==> src/rtl/router_fsm.sv <==
// Router control FSM: sequences header decode, payload and parity loading
// into the selected destination FIFO, with full-FIFO stalls and timeout aborts.
// Optional feature: define ROUTER_FSM_ERR_CNT_EN to add a saturating parity
// error counter (input err, output err_count).
module router_fsm (
  input  logic       clock,
  input  logic       reset,
  input  logic       pkt_valid,
  input  logic [1:0] data_in,
  input  logic       fifo_full,
  input  logic       fifo_empty_0,
  input  logic       fifo_empty_1,
  input  logic       fifo_empty_2,
  input  logic       soft_reset_0,
  input  logic       soft_reset_1,
  input  logic       soft_reset_2,
  input  logic       parity_done,
  input  logic       low_pkt_valid,
`ifdef ROUTER_FSM_ERR_CNT_EN
  input  logic       err,
  output logic [7:0] err_count,
`endif
  output logic       detect_add,
  output logic       lfd_state,
  output logic       ld_state,
  output logic       laf_state,
  output logic       full_state,
  output logic       write_enb_reg,
  output logic       rst_int_reg,
  output logic       busy
);

  typedef enum logic [2:0] {
    DECODE_ADDRESS,
    LOAD_FIRST_DATA,
    LOAD_DATA,
    FIFO_FULL_STATE,
    LOAD_AFTER_FULL,
    LOAD_PARITY,
    CHECK_PARITY_ERROR,
    WAIT_TILL_EMPTY
  } stateT;

  stateT      r_state;
  stateT      w_nextState;
  logic [1:0] r_dest;
  logic [3:0] w_emptyVec;
  logic [3:0] w_softVec;
  logic       w_addrOk;

  // Index 3 of each vector is padding so an invalid address reads as 0.
  assign w_emptyVec = {1'b0, fifo_empty_2, fifo_empty_1, fifo_empty_0};
  assign w_softVec  = {1'b0, soft_reset_2, soft_reset_1, soft_reset_0};
  assign w_addrOk   = pkt_valid && (data_in != 2'd3);

  // Next-state selection; a soft reset of the latched destination aborts any packet.
  always_comb begin
    w_nextState = r_state;
    if (r_state != DECODE_ADDRESS && w_softVec[r_dest]) begin
      w_nextState = DECODE_ADDRESS;
    end else begin
      case (r_state)
        DECODE_ADDRESS:
          if (w_addrOk)
            w_nextState = w_emptyVec[data_in] ? LOAD_FIRST_DATA : WAIT_TILL_EMPTY;
        WAIT_TILL_EMPTY:
          if (w_emptyVec[r_dest]) w_nextState = LOAD_FIRST_DATA;
        LOAD_FIRST_DATA:
          w_nextState = LOAD_DATA;
        LOAD_DATA:
          if (fifo_full)       w_nextState = FIFO_FULL_STATE;
          else if (!pkt_valid) w_nextState = LOAD_PARITY;
        FIFO_FULL_STATE:
          if (!fifo_full) w_nextState = LOAD_AFTER_FULL;
        LOAD_AFTER_FULL:
          if (parity_done)        w_nextState = DECODE_ADDRESS;
          else if (low_pkt_valid) w_nextState = LOAD_PARITY;
          else                    w_nextState = LOAD_DATA;
        LOAD_PARITY:
          w_nextState = CHECK_PARITY_ERROR;
        CHECK_PARITY_ERROR:
          w_nextState = fifo_full ? FIFO_FULL_STATE : DECODE_ADDRESS;
        default:
          w_nextState = DECODE_ADDRESS;
      endcase
    end
  end

  // State, destination latch and registered Moore decodes of the state being entered.
  always_ff @(posedge clock) begin
    if (reset) begin
      r_state       <= DECODE_ADDRESS;
      r_dest        <= 2'd0;
      detect_add    <= 1'b1;
      lfd_state     <= 1'b0;
      ld_state      <= 1'b0;
      laf_state     <= 1'b0;
      full_state    <= 1'b0;
      rst_int_reg   <= 1'b0;
      write_enb_reg <= 1'b0;
      busy          <= 1'b0;
    end else begin
      r_state <= w_nextState;
      if (r_state == DECODE_ADDRESS && w_addrOk)
        r_dest <= data_in;
      detect_add    <= (w_nextState == DECODE_ADDRESS);
      lfd_state     <= (w_nextState == LOAD_FIRST_DATA);
      ld_state      <= (w_nextState == LOAD_DATA);
      laf_state     <= (w_nextState == LOAD_AFTER_FULL);
      full_state    <= (w_nextState == FIFO_FULL_STATE);
      rst_int_reg   <= (w_nextState == CHECK_PARITY_ERROR);
      write_enb_reg <= (w_nextState == LOAD_DATA) || (w_nextState == LOAD_PARITY) ||
                       (w_nextState == LOAD_AFTER_FULL);
      busy          <= !((w_nextState == DECODE_ADDRESS) || (w_nextState == LOAD_DATA));
    end
  end

`ifdef ROUTER_FSM_ERR_CNT_EN
  // Count parity errors seen while checking parity, holding at the maximum.
  always_ff @(posedge clock) begin
    if (reset)
      err_count <= 8'd0;
    else if (r_state == CHECK_PARITY_ERROR && err && err_count != 8'hFF)
      err_count <= err_count + 8'd1;
  end
`endif

endmodule

==> config.mk <==
export PLATFORM = sky130hd
export DESIGN_NAME = router_fsm
export DESIGN_NICKNAME = d
export VERILOG_FILES = /design/src/rtl/router_fsm.sv
export SDC_FILE = /design/constraint.sdc
export NUM_CORES = 1
export LEC_CHECK = 0
export CORE_MARGIN = 8
export CORE_UTILIZATION = 45
export CTS_BUF_LIST = sky130_fd_sc_hd__clkbuf_8
export DETAILED_ROUTE_END_ITERATION = 10
export HOLD_SLACK_MARGIN = 0.05
export MAX_ROUTING_LAYER = met4
export PLACE_DENSITY = 0.85
export REMOVE_ABC_BUFFERS = 1
export SLEW_MARGIN = 30
export SYNTH_ARGS = -nofsm -noshare
export SYNTH_HDL_FRONTEND = slang
export SYNTH_SLANG_ARGS = --single-unit
==> constraint.sdc <==
create_clock -name clock -period 2.4 [get_ports clock]
set_input_delay 0.72 -clock clock [delete_from_list [all_inputs] [get_ports clock]]
set_output_delay 0.72 -clock clock [all_outputs]
set_load 0.05 [all_outputs]
==> summary.md <==
| Metric | Value |
|---|---|
| Status | `finished, final reports clean` |
| Final WS setup | `0.0510 ns` |
| Total number of vias | `701` |
| Initial core utilization | `48.0%` |
| Pre-CTS WS | `-0.197 ns` |
| Post-synth EDFFs | `0` |
| Internal | `631 µW` |
| Max FFs per register | `3` |
| Switch Pwr | `434 µW` |
| Drt wl/cell | `15.7 µm` |
| Slew Limit Headroom | `64.3%` |
| RSZ-0062 raised after global routing | `no` |
| Sequential cell area | `260 µm²` |
| Post-CTS Setup Bufs | `0` |
| Vias in the first global route | `748` |
| Synthesized area per cell | `9.52 µm²` |
| Sum Neg Setup Slack | `0 ns` |
| Final clock skew | `0.00107 ns` |
| Seq pwr share | `29.9%` |
| Clk sinks | `13` |
| Critical path launch point type | `primary input` |
| Crit path from | `low_pkt_valid` |
| Hold path startpoint | `r_dest[0]$_SDFFE_PP0P_` |
| CTS Buf Count | `3` |
| Root buffer cell | `clkbuf_8` |
| Layout Utilization | `69.2%` |
| Finish-stage setup viols | `0` |
| P per Cell Area | `1020 nW/µm²` |
| Total power | `1060 µW` |
| Logic pwr share | `52.9%` |
| Cell family with most CP delay | `simple AND/OR/NAND/NOR gates` |
| Worst vdd ir | `0.000629 V` |
| Worst EP arrival | `2.50 ns` |
| 1st-iter DRT viols | `10` |
| GR Overflow Total | `0` |
| Max-cap check violation count | `0` |
| Clock network power share | `17.2%` |
| CP required | `2.56 ns` |
| Async set-reset flop share out of synthesis | `0%` |
| Yosys reg bits | `13` |
| Die Area | `3150 µm²` |
| Sequential fraction of the synthesis area | `36.0%` |
| Cell area after layout | `1040 µm²` |
| First-pass GRT wire length | `3240 µm` |
| CP Class | `primary input to register` |
| Nets@finish | `120` |
| Final worst-path cycle share | `97.9%` |
| CP Max Fanout | `2` |
| FMAX | `426 MHz` |
| CTS tree | `yes` |
| Skew-Pair Late Insertion Delay | `0.24 ns` |
| Layout cells sized above 1 | `19.0%` |
| Slowest-stage cell, CP | `or4b_4` |
| Initial antenna violation count | `0` |
| Row cnt | `14` |
| Worst slew pin tran | `0.534 ns` |
| Area of the multi-input gates | `450 µm²` |
| Core area | `1510 µm²` |
| Static leakage | `0.000440 µW` |
| Regs by FF count | `r_state: 3 flops, r_dest: 2 flops` |
| CTS max path bufs | `2` |
| Most common library cell in the layout ignoring fill and taps | `clkdlybuf4s50_1` |
| Post-Syn Area | `723 µm²` |
| Post-route DRC | `0` |
| Synth warn | `0` |
| Clk pin slew, worst setup/hold paths | `0.05 ns` |
| Buf/Inv on CP | `1` |
| Dpl hpwl | `1470 µm` |
| Ports | `22` |
| ANT nets after route | `0` |
| GRT Total Usage | `12.8%` |
| Die Y | `56.1 µm` |
| Global placer's final weighted congestion | `0.818` |
| Area Overhead vs Synth | `44.1%` |
| Worst Hold Class | `register to register` |
| CTS H-Tree Depth | `1` |
| Critical Path Max Stage Delay | `0.49 ns` |
| Worst R2R Start | `r_state[2]$_SDFF_PP0_` |
| Hold Vio Cnt, Final | `0` |
| Tmin final | `2.35 ns` |
| Final WL | `1900 µm` |
| Most flops, register | `r_state` |
| Most used DFF post-synth | `dfxtp_1` |
| Drt via density | `5.79` |
| Slew Viols, Final | `0` |
| Post-DP Area | `986 µm²` |
| CP cell instances | `clkdlybuf4s50_1 -> or2b_1 -> or4b_4 -> a32o_2 -> nor4b_4` |
| Die Wd | `56.1 µm` |
| ANT cells | `0` |
| Switching portion of total power | `40.8%` |
| Netlist cell types | `39` |
| Mapped Cells | `76` |
| PortBufs | `21` |
| Pre-Repair DR Iteration Count | `3` |
| Commonest non-fill, non-tap cells in the layout | `21 x clkdlybuf4s50_1, 13 x dfxtp_1, 7 x buf_4, 6 x mux2i_1, 6 x nor2_1` |
| Largest net degree at the start of global routing | `15` |
| Filler Cell Count | `113` |
| CP Capture Type | `register` |
## synth_stat cells (2+ instances only)
library cell / n / area [µm²]
dfxtp_1: 13 / 260
mux2i_1: 6 / 60.1
nor2_1: 6 / 22.5
nand2_1: 4 / 15.0
nand3_1: 4 / 20.0
and3_1: 3 / 18.8
o21ai_1: 3 / 15.0
a21oi_1: 2 / 10.0
clkbuf_1: 2 / 7.51
nor3_1: 2 / 10.0
nor4b_1: 2 / 17.5
o21ai_0: 2 / 10.0
## worst register-to-register path: stages, from the launching register on
cell     delay (ns)
dfxtp_1        0.41
or4b_4         0.60
a21o_4         0.20
a32o_2         0.30
nor4b_4        0.26
## per-stage QoR
step,hold slack (ns),std cells
2_1_floorplan,0.536,73
3_3_place_gp,0.578,117
3_5_place_dp,0.580,117
4_1_cts,0.590,121
5_1_grt,0.617,121
6_report,0.595,121
## path summary, 6_finish.rpt
kind,end,slack (ns),cells past startpoint
worst max-delay path,full_state$_SDFF_PP0_,0.05,5
worst min-delay path,r_dest[0]$_SDFFE_PP0P_,0.59,2
worst max register to register,full_state$_SDFF_PP0_,0.55,4
worst min register to register,r_dest[0]$_SDFFE_PP0P_,0.59,2
## per-layer routing
layer	vias to the layer above	GRT usage, %	share of wire [%]
met1	327	11.7	43
met5	-	-	0
met4	0	6.87	3.0
met2	23	21.7	48
li1	345	-	-
met3	6	5.71	6.2
## power by group through the flow
stage | Combinational (µW) | Sequential (µW) | Clock (µW)
2_1_floorplan | 264 | 412 | 0
3_3_place_gp | 537 | 318 | 0
3_5_place_dp | 550 | 321 | 0
4_1_cts | 556 | 316 | 190
5_1_grt | 605 | 326 | 200
6_report | 564 | 318 | 183
## area by class of cell
cell class | count | area share [%]
multi-input combinational | 59 | 43.2
sequential | 13 | 25.0
inverter | 1 | 0.360
clock inverter | 1 | 0.360
tap | 16 | 1.92
timing repair buffer | 28 | 25.2
clock buffer | 3 | 3.96
## kinds of logic (layout without fill, tap and decap cells)
group	Yosys count	after routing	share of synthesized area, %
compound gates	21	21	23.2
buf+inv	4	33	3.29
flops	13	13	36.0
mux	6	6	8.30
simple gates	32	32	29.2
## repair_timing
item                                    CTS  global route
gates resized for setup                   0             2
endpoints found under the setup margin    0             2
hold buffers                              0             0
Power figures use the tool's default switching activity.
